**config.mk**
```make
export PLATFORM = sky130hd
export DESIGN_NAME = pixel_array_seq
export DESIGN_NICKNAME = d
export VERILOG_FILES = /design/src/rtl/pixel_array_seq.sv
export SDC_FILE = /design/constraint.sdc
export NUM_CORES = 1
export LEC_CHECK = 0
export CAP_MARGIN = 40
export CORE_UTILIZATION = 40
export CTS_CLUSTER_DIAMETER = 200
export DETAILED_ROUTE_END_ITERATION = 12
export PLACE_DENSITY = 0.79
export SYNTH_ARGS = -nofsm -noshare
export SYNTH_HDL_FRONTEND = slang
export SYNTH_SLANG_ARGS = --single-unit
```
**constraint.sdc**
```tcl
create_clock -name wb_clk_i -period 3.6 [get_ports wb_clk_i]
set_input_delay 0.54 -clock wb_clk_i [delete_from_list [all_inputs] [get_ports wb_clk_i]]
set_output_delay 0.54 -clock wb_clk_i [all_outputs]
set_load 0.1 [all_outputs]
```
**src/rtl/pixel_array_seq.sv**
```systemverilog
// Pixel array phase sequencer with a Wishbone register slave.
// Each enabled channel is walked through reset, integrate, adjust and read
// phases in ascending channel order; a frame ends after the highest enabled
// channel, optionally restarting in continuous mode.
// Optional build macro PXL_SEQ_IRQ_EN: frame-end interrupt at offset 0x10.
// With the macro undefined the IRQ register reads 0 and irq_o is tied low.
module pixel_array_seq #(
    parameter int          NPIX     = 4,
    parameter int          TW       = 10,
    parameter logic [3:0]  BASE_NIB = 4'h3
) (
    input  logic            wb_clk_i,
    input  logic            wb_rst_i,
    input  logic            wbs_cyc_i,
    input  logic            wbs_stb_i,
    input  logic            wbs_we_i,
    input  logic [3:0]      wbs_sel_i,
    input  logic [31:0]     wbs_adr_i,
    input  logic [31:0]     wbs_dat_i,
    output logic            wbs_ack_o,
    output logic [31:0]     wbs_dat_o,
    input  logic            pxl_start_i,
    output logic [NPIX-1:0] pxl_rst_o,
    output logic [NPIX-1:0] pxl_int_o,
    output logic [NPIX-1:0] pxl_adj_o,
    output logic [NPIX-1:0] pxl_rd_o,
    output logic            pxl_done_o,
    output logic            irq_o
);

    typedef enum logic [2:0] {
        ST_IDLE = 3'd0,
        ST_RST  = 3'd1,
        ST_INT  = 3'd2,
        ST_ADJ  = 3'd3,
        ST_RD   = 3'd4,
        ST_NEXT = 3'd5
    } state_t;

    localparam logic [8:0]    MASK_ALL   = (9'd1 << NPIX) - 9'd1;
    localparam logic [7:0]    VALID_MASK = MASK_ALL[7:0];
    localparam logic [TW-1:0] CNT_ZERO   = {TW{1'b0}};
    localparam logic [TW-1:0] CNT_ONE    = {{(TW-1){1'b0}}, 1'b1};

    // Lowest set bit of mask at index >= lo, returned as {found, index}.
    function automatic logic [3:0] pick_ch(input logic [7:0] mask, input logic [3:0] lo);
        logic [3:0] res;
        res = 4'd0;
        for (int i = 7; i >= 0; i--) begin
            if (mask[i] && (4'(i) >= lo)) begin
                res = {1'b1, 3'(i)};
            end else begin
                res = res;
            end
        end
        return res;
    endfunction

    // Bus-side registers
    logic            ack_q;
    logic [31:0]     dat_q;
    logic [7:0]      mask_q;
    logic            cont_q;
    logic [TW-1:0]   loc_max_q;
    logic [TW-1:0]   adj_max_q;

    // Sequencer state
    state_t          state_q, state_d;
    logic [2:0]      ch_q, ch_d;
    logic [TW-1:0]   cnt_q, cnt_d;
    logic [TW-1:0]   lim_q, lim_d;
    logic [7:0]      done_mask_q, done_mask_d;
    logic            frame_end_s;

    // Registered phase strobes
    logic [NPIX-1:0] rst_q, int_q, adj_q, rd_q;
    logic [NPIX-1:0] rst_d, int_d, adj_d, rd_d, onehot_s;
    logic            done_q, done_d;

    // Bus decode
    logic            hit_s, acc_s, wr_s, wr_ctrl_s;
    logic [2:0]      off_s;
    logic            start_s, abort_s, busy_s, irq_bit_s;
    logic [7:0]      mask_eff_s;
    logic [2:0]      act_ch_s;
    logic [31:0]     rd_data_s;
    logic [3:0]      first_s, next_s, restart_s;
    logic            unused_s;

    assign hit_s      = wbs_cyc_i & wbs_stb_i & (wbs_adr_i[31:28] == BASE_NIB);
    // A hit arriving while the previous ack is still up is held off one cycle.
    assign acc_s      = hit_s & ~ack_q;
    assign wr_s       = acc_s & wbs_we_i & wbs_sel_i[0];
    assign off_s      = wbs_adr_i[4:2];
    assign wr_ctrl_s  = wr_s & (off_s == 3'd0);
    assign start_s    = (wr_ctrl_s & wbs_dat_i[0]) | pxl_start_i;
    assign abort_s    = wr_ctrl_s & wbs_dat_i[2];
    // A CTRL write carrying start uses the mask it writes.
    assign mask_eff_s = wr_ctrl_s ? (wbs_dat_i[15:8] & VALID_MASK) : mask_q;
    assign busy_s     = (state_q != ST_IDLE);
    assign act_ch_s   = busy_s ? ch_q : 3'd0;
    assign unused_s   = ^{wbs_adr_i[27:5], wbs_adr_i[1:0], wbs_sel_i[3:1], wbs_dat_i[31:16]};

    // Read data multiplexer for the addressed register
    always_comb begin
        rd_data_s = 32'd0;
        case (off_s)
            3'd0:    rd_data_s = {16'd0, mask_q, 5'd0, 1'b0, cont_q, 1'b0};
            3'd1:    rd_data_s = 32'(loc_max_q);
            3'd2:    rd_data_s = 32'(adj_max_q);
            3'd3:    rd_data_s = {8'd0, 5'd0, act_ch_s, done_mask_q, 7'd0, busy_s};
            3'd4:    rd_data_s = {31'd0, irq_bit_s};
            default: rd_data_s = 32'd0;
        endcase
    end

    // Wishbone ack/data and writable configuration registers
    always_ff @(posedge wb_clk_i) begin
        if (!wb_rst_i) begin
            ack_q     <= 1'b0;
            dat_q     <= 32'd0;
            mask_q    <= 8'd0;
            cont_q    <= 1'b0;
            loc_max_q <= CNT_ZERO;
            adj_max_q <= CNT_ZERO;
        end else begin
            ack_q <= acc_s;
            if (acc_s) begin
                dat_q <= rd_data_s;
            end else begin
                dat_q <= 32'd0;
            end
            if (wr_ctrl_s) begin
                mask_q <= wbs_dat_i[15:8] & VALID_MASK;
                cont_q <= wbs_dat_i[1];
            end
            if (wr_s && (off_s == 3'd1)) begin
                loc_max_q <= wbs_dat_i[TW-1:0];
            end
            if (wr_s && (off_s == 3'd2)) begin
                adj_max_q <= wbs_dat_i[TW-1:0];
            end
        end
    end

    // Sequencer state register
    always_ff @(posedge wb_clk_i) begin
        if (!wb_rst_i) begin
            state_q     <= ST_IDLE;
            ch_q        <= 3'd0;
            cnt_q       <= CNT_ZERO;
            lim_q       <= CNT_ZERO;
            done_mask_q <= 8'd0;
        end else begin
            state_q     <= state_d;
            ch_q        <= ch_d;
            cnt_q       <= cnt_d;
            lim_q       <= lim_d;
            done_mask_q <= done_mask_d;
        end
    end

    // Sequencer next-state logic
    always_comb begin
        state_d     = state_q;
        ch_d        = ch_q;
        cnt_d       = cnt_q;
        lim_d       = lim_q;
        done_mask_d = done_mask_q;
        frame_end_s = 1'b0;
        first_s     = pick_ch(mask_eff_s, 4'd0);
        next_s      = pick_ch(mask_q, {1'b0, ch_q} + 4'd1);
        restart_s   = pick_ch(mask_q, 4'd0);
        if (abort_s && busy_s) begin
            state_d = ST_IDLE;
            cnt_d   = CNT_ZERO;
        end else begin
            case (state_q)
                ST_IDLE: begin
                    if (start_s && !abort_s && first_s[3]) begin
                        state_d     = ST_RST;
                        ch_d        = first_s[2:0];
                        cnt_d       = CNT_ZERO;
                        done_mask_d = 8'd0;
                    end else begin
                        state_d = ST_IDLE;
                    end
                end
                ST_RST: begin
                    if (cnt_q == CNT_ONE) begin
                        state_d = ST_INT;
                        cnt_d   = CNT_ZERO;
                        lim_d   = loc_max_q;
                    end else begin
                        cnt_d = cnt_q + CNT_ONE;
                    end
                end
                ST_INT: begin
                    if (cnt_q == lim_q) begin
                        state_d = ST_ADJ;
                        cnt_d   = CNT_ZERO;
                        lim_d   = adj_max_q;
                    end else begin
                        cnt_d = cnt_q + CNT_ONE;
                    end
                end
                ST_ADJ: begin
                    if (cnt_q == lim_q) begin
                        state_d = ST_RD;
                        cnt_d   = CNT_ZERO;
                    end else begin
                        cnt_d = cnt_q + CNT_ONE;
                    end
                end
                ST_RD: begin
                    state_d     = ST_NEXT;
                    done_mask_d = done_mask_q | (8'd1 << ch_q);
                end
                ST_NEXT: begin
                    cnt_d = CNT_ZERO;
                    if (next_s[3]) begin
                        state_d = ST_RST;
                        ch_d    = next_s[2:0];
                    end else begin
                        frame_end_s = 1'b1;
                        if (cont_q && restart_s[3]) begin
                            state_d     = ST_RST;
                            ch_d        = restart_s[2:0];
                            done_mask_d = 8'd0;
                        end else begin
                            state_d = ST_IDLE;
                        end
                    end
                end
                default: begin
                    state_d = ST_IDLE;
                    cnt_d   = CNT_ZERO;
                end
            endcase
        end
    end

    // Strobe decode from the upcoming state so registered strobes track the state
    always_comb begin
        onehot_s = {NPIX{1'b0}};
        for (int i = 0; i < NPIX; i++) begin
            if (ch_d == 3'(i)) begin
                onehot_s[i] = 1'b1;
            end else begin
                onehot_s[i] = 1'b0;
            end
        end
        rst_d  = {NPIX{1'b0}};
        int_d  = {NPIX{1'b0}};
        adj_d  = {NPIX{1'b0}};
        rd_d   = {NPIX{1'b0}};
        case (state_d)
            ST_RST:  rst_d = onehot_s;
            ST_INT:  int_d = onehot_s;
            ST_ADJ:  adj_d = onehot_s;
            ST_RD:   rd_d  = onehot_s;
            default: rst_d = {NPIX{1'b0}};
        endcase
        done_d = frame_end_s;
    end

    // Output strobe and frame-done registers
    always_ff @(posedge wb_clk_i) begin
        if (!wb_rst_i) begin
            rst_q  <= {NPIX{1'b0}};
            int_q  <= {NPIX{1'b0}};
            adj_q  <= {NPIX{1'b0}};
            rd_q   <= {NPIX{1'b0}};
            done_q <= 1'b0;
        end else begin
            rst_q  <= rst_d;
            int_q  <= int_d;
            adj_q  <= adj_d;
            rd_q   <= rd_d;
            done_q <= done_d;
        end
    end

`ifdef PXL_SEQ_IRQ_EN
    logic irq_q;

    // Frame-end interrupt latch; a new frame end beats a same-cycle clear
    always_ff @(posedge wb_clk_i) begin
        if (!wb_rst_i) begin
            irq_q <= 1'b0;
        end else if (frame_end_s) begin
            irq_q <= 1'b1;
        end else if (wr_s && (off_s == 3'd4) && wbs_dat_i[0]) begin
            irq_q <= 1'b0;
        end else begin
            irq_q <= irq_q;
        end
    end

    assign irq_bit_s = irq_q;
`else
    assign irq_bit_s = 1'b0;
`endif

    assign wbs_ack_o  = ack_q;
    assign wbs_dat_o  = dat_q;
    assign pxl_rst_o  = rst_q;
    assign pxl_int_o  = int_q;
    assign pxl_adj_o  = adj_q;
    assign pxl_rd_o   = rd_q;
    assign pxl_done_o = done_q;
    assign irq_o      = irq_bit_s;

endmodule

```
==> results.sh <==
export IMPL_yosys_warnings=0
export IMPL_hpwl_mm=8.62
export IMPL_setup_viol=0
export IMPL_ir_worst_vdd_uv=212
export IMPL_period_needed_ns=3.27
export IMPL_worst_pin_slew_ns=0.697
export IMPL_wl_mm=11.7
export IMPL_start_util=0.410
export IMPL_slew_violations=0
export IMPL_drt_iter0_markers=226
export IMPL_synth_edf_count=0
export IMPL_area_delta_synth_final_pct=33.1
export IMPL_finalSetupTns_ns=0
export IMPL_hold_class="reg -> reg"
export IMPL_root_buffer="clkbuf_16"
export IMPL_use_met3=0.0312
export IMPL_clkTransAtPathRegs_ns=0.07
export IMPL_num_nets_final=719
export IMPL_crit_arrival_ns=3.51
export IMPL_max_cap_violations=0
export IMPL_ys_seq_elements=100
export IMPL_grt_pass1_vias=4083
export IMPL_startpoint="ch_q[2]"
export IMPL_yosysSeqAreaShare=0.429
export IMPL_die_area_um2=12100
export IMPL_wl_per_cell_um=14.9
export IMPL_synth_area_per_cell_um2=8.61
export IMPL_fin_skew_ns=0.00932
export IMPL_drc=0
export IMPL_diodes=0
export IMPL_p_per_area_nw_per_um2=341
export IMPL_rr_endpoint="pxl_rst_o[0]"
export IMPL_grt_pass1_wl_mm=19.1
export IMPL_worstHoldStart="loc_max_q[5]"
export IMPL_dieWidth_um=110
export IMPL_vias=4259
export IMPL_synth_cell_type_count=63
export IMPL_dp_cells=769
export IMPL_rr_startpoint="ch_q[2]"
export IMPL_ys_top_cells_by_area="dfxtp_1 (43%), nand2_1 (5.6%), nor2_1 (5.4%)"
export IMPL_worstHoldEndpoint="loc_max_q[5]"
export IMPL_h_tree_depth=3
export IMPL_startpoint_type="flop"
export IMPL_synthArstFlopShare=0
export IMPL_num_io_pins=125
export IMPL_yosysTopAreaCellShare=0.429
export IMPL_cts_setup_buffers=0
export IMPL_grt_overflow_total=0
export IMPL_cts_hold_buf=0
export IMPL_reg2reg_depth=9
export IMPL_grt_util_met1=0.254
export IMPL_cts_sinks=100
export IMPL_ant_nets=0
export IMPL_grt_max_degree=37
export IMPL_status="complete, no violations"
export IMPL_synth_top_area_cell="dfxtp_1"
export IMPL_clockBufferDepth=2
export IMPL_core_area_um2=11400
export IMPL_cp_end_kind="flop"
export IMPL_holdPathStages=2
export IMPL_drt_pass1_iter_count=4
export IMPL_gp_congestion=0.861
export IMPL_netlist_area_um2=4670
export IMPL_gr_max_usage_layer="met2"
export IMPL_final_cells=785
export IMPL_drive_gt1_frac=0.137
export IMPL_synth_most_common_cell="dfxtp_1"
export IMPL_period_share=0.910
export IMPL_critPathKind="reg -> reg"
export IMPL_via_per_inst=5.43
export IMPL_worstPathMaxFanout=10
export IMPL_postSynthCellCount=542
export IMPL_port_buffers=62
export IMPL_cts_buffers=9
export IMPL_cts_resized=0
export IMPL_max_clock_freq_mhz=305
export IMPL_synth_common_cells="dfxtp_1 (100), nand2_1 (70), nor2_1 (67)"
export IMPL_maxSlewHeadroom=0.531
export IMPL_cts_tree="built"
export IMPL_antenna_found_initial=0
export IMPL_rrSetupSlack_ns=0.33
export IMPL_ys_flop_type="dfxtp_1"
export IMPL_leakagePower_nw=2.43
export IMPL_die_y_um=110
export IMPL_critPathRequiredTime_ns=3.84
export IMPL_hold_viol=0
export IMPL_rsz0062_at_grt="false"
export IMPL_groute_usage_overall=0.205
export IMPL_clk_latency_ns=0.34
export IMPL_grtUsageMet2=0.358
export IMPL_row_count=39
==> final cells by class <==
type | count | area [um^2]
clock buffers | 11 | 233
multi-input cells | 401 | 2430
flip-flops and latches | 100 | 2000
well taps | 143 | 179
fillers | 1001 | 5160
clock inverters | 5 | 37.5
repair buffers | 113 | 1280
inverters | 12 | 45.0
==> sequential cells by signal (all words and copies together) (netlist names) <==
register,flops
wbs_dat_o,19
mask_q,8
loc_max_q,10
cont_q,1
wbs_ack_o,1
done_mask_q,8
ch_q,3
adj_max_q,10
pxl_int_o,4
lim_q,10
pxl_adj_o,4
pxl_rd_o,4
cnt_q,10
pxl_done_o,1
pxl_rst_o,4
state_q,3
==> routing by layer <==
layer  share of wire  routed length [um]
met1            0.42                4900
met2            0.51                6000
met3           0.050                 580
met4           0.016                 182
met5               0                   0
==> cell families after synthesis <==
logic type,count (synthesis),share of synthesized area
buf+inv,54,0.0601
fa+ha+maj,8,0.0214
simple gates,228,0.236
mux,26,0.0641
flops,100,0.429
xor+xnor,19,0.0357
compound gates,106,0.153
other cells,1,0.000804
==> how the worst max path moves through the flow <==
stage                    to  slack [ns]  cells past startpoint
2_1_floorplan      cnt_q[3]        0.51                      9
5_1_grt        pxl_rst_o[0]         0.1                      9
6_report       pxl_rst_o[0]        0.33                      9
3_5_place_dp   pxl_rst_o[0]        0.24                      9
4_1_cts        pxl_rst_o[0]        0.20                      9
3_3_place_gp       cnt_q[3]        0.27                      9
==> worst max-delay path, stage by stage, from the launching register on <==
cell and delay [ns]:
dfxtp_2 0.44, inv_1 0.15, ha_1 0.41, nand2b_1 0.22, a2111oi_0 0.50, o2111ai_1 0.25
or3b_1 0.42, a22oi_2 0.23, o22ai_1 0.21, nor4_1 0.32
==> cells in the final DEF, fill, tap and decap left out, drive strengths merged, types with 8 or more instances in the layout <==
cell / netlist / routed
a21oi: 35 / 35
a22oi: 14 / 14
a31oi: 9 / 9
and3: 12 / 12
buf: 19 / 51
clkbuf: 23 / 11
clkdlybuf4s50: 0 / 62
conb: 1 / 14
dfxtp: 100 / 100
ha: 8 / 8
inv: 11 / 12
mux2: 11 / 11
mux2i: 13 / 13
nand2: 70 / 70
nand3: 11 / 11
nand4: 8 / 8
nor2: 67 / 67
nor2b: 8 / 8
nor3: 22 / 22
nor4: 12 / 12
xor2: 13 / 13
==> stage by stage <==
| step | power, mW | instance area (um^2) | hold slack, ns | utilization | setup WS, ns |
|---|---|---|---|---|---|
| after floorplan | 1.24 | 4720 | 0.432 | - | 0.511 |
| after global placement | 1.27 | 5390 | 0.449 | 0.474 | 0.271 |
| after detailed placement | 1.27 | 5940 | 0.460 | 0.523 | 0.242 |
| after CTS | 2.14 | 6210 | 0.472 | 0.546 | 0.200 |
| after global routing | 2.18 | 6210 | 0.496 | 0.546 | 0.0995 |
| final | 2.12 | 6210 | 0.474 | 0.546 | 0.326 |
==> power by group <==
group	leakage (nW)	total [mW]	internal (mW)	switching, mW
registers	0.805	1.11	1.11	0.000280
logic	1.50	0.140	0.0346	0.105
clock network	0.126	0.872	0.471	0.401
(Power assumes the default switching activity.)
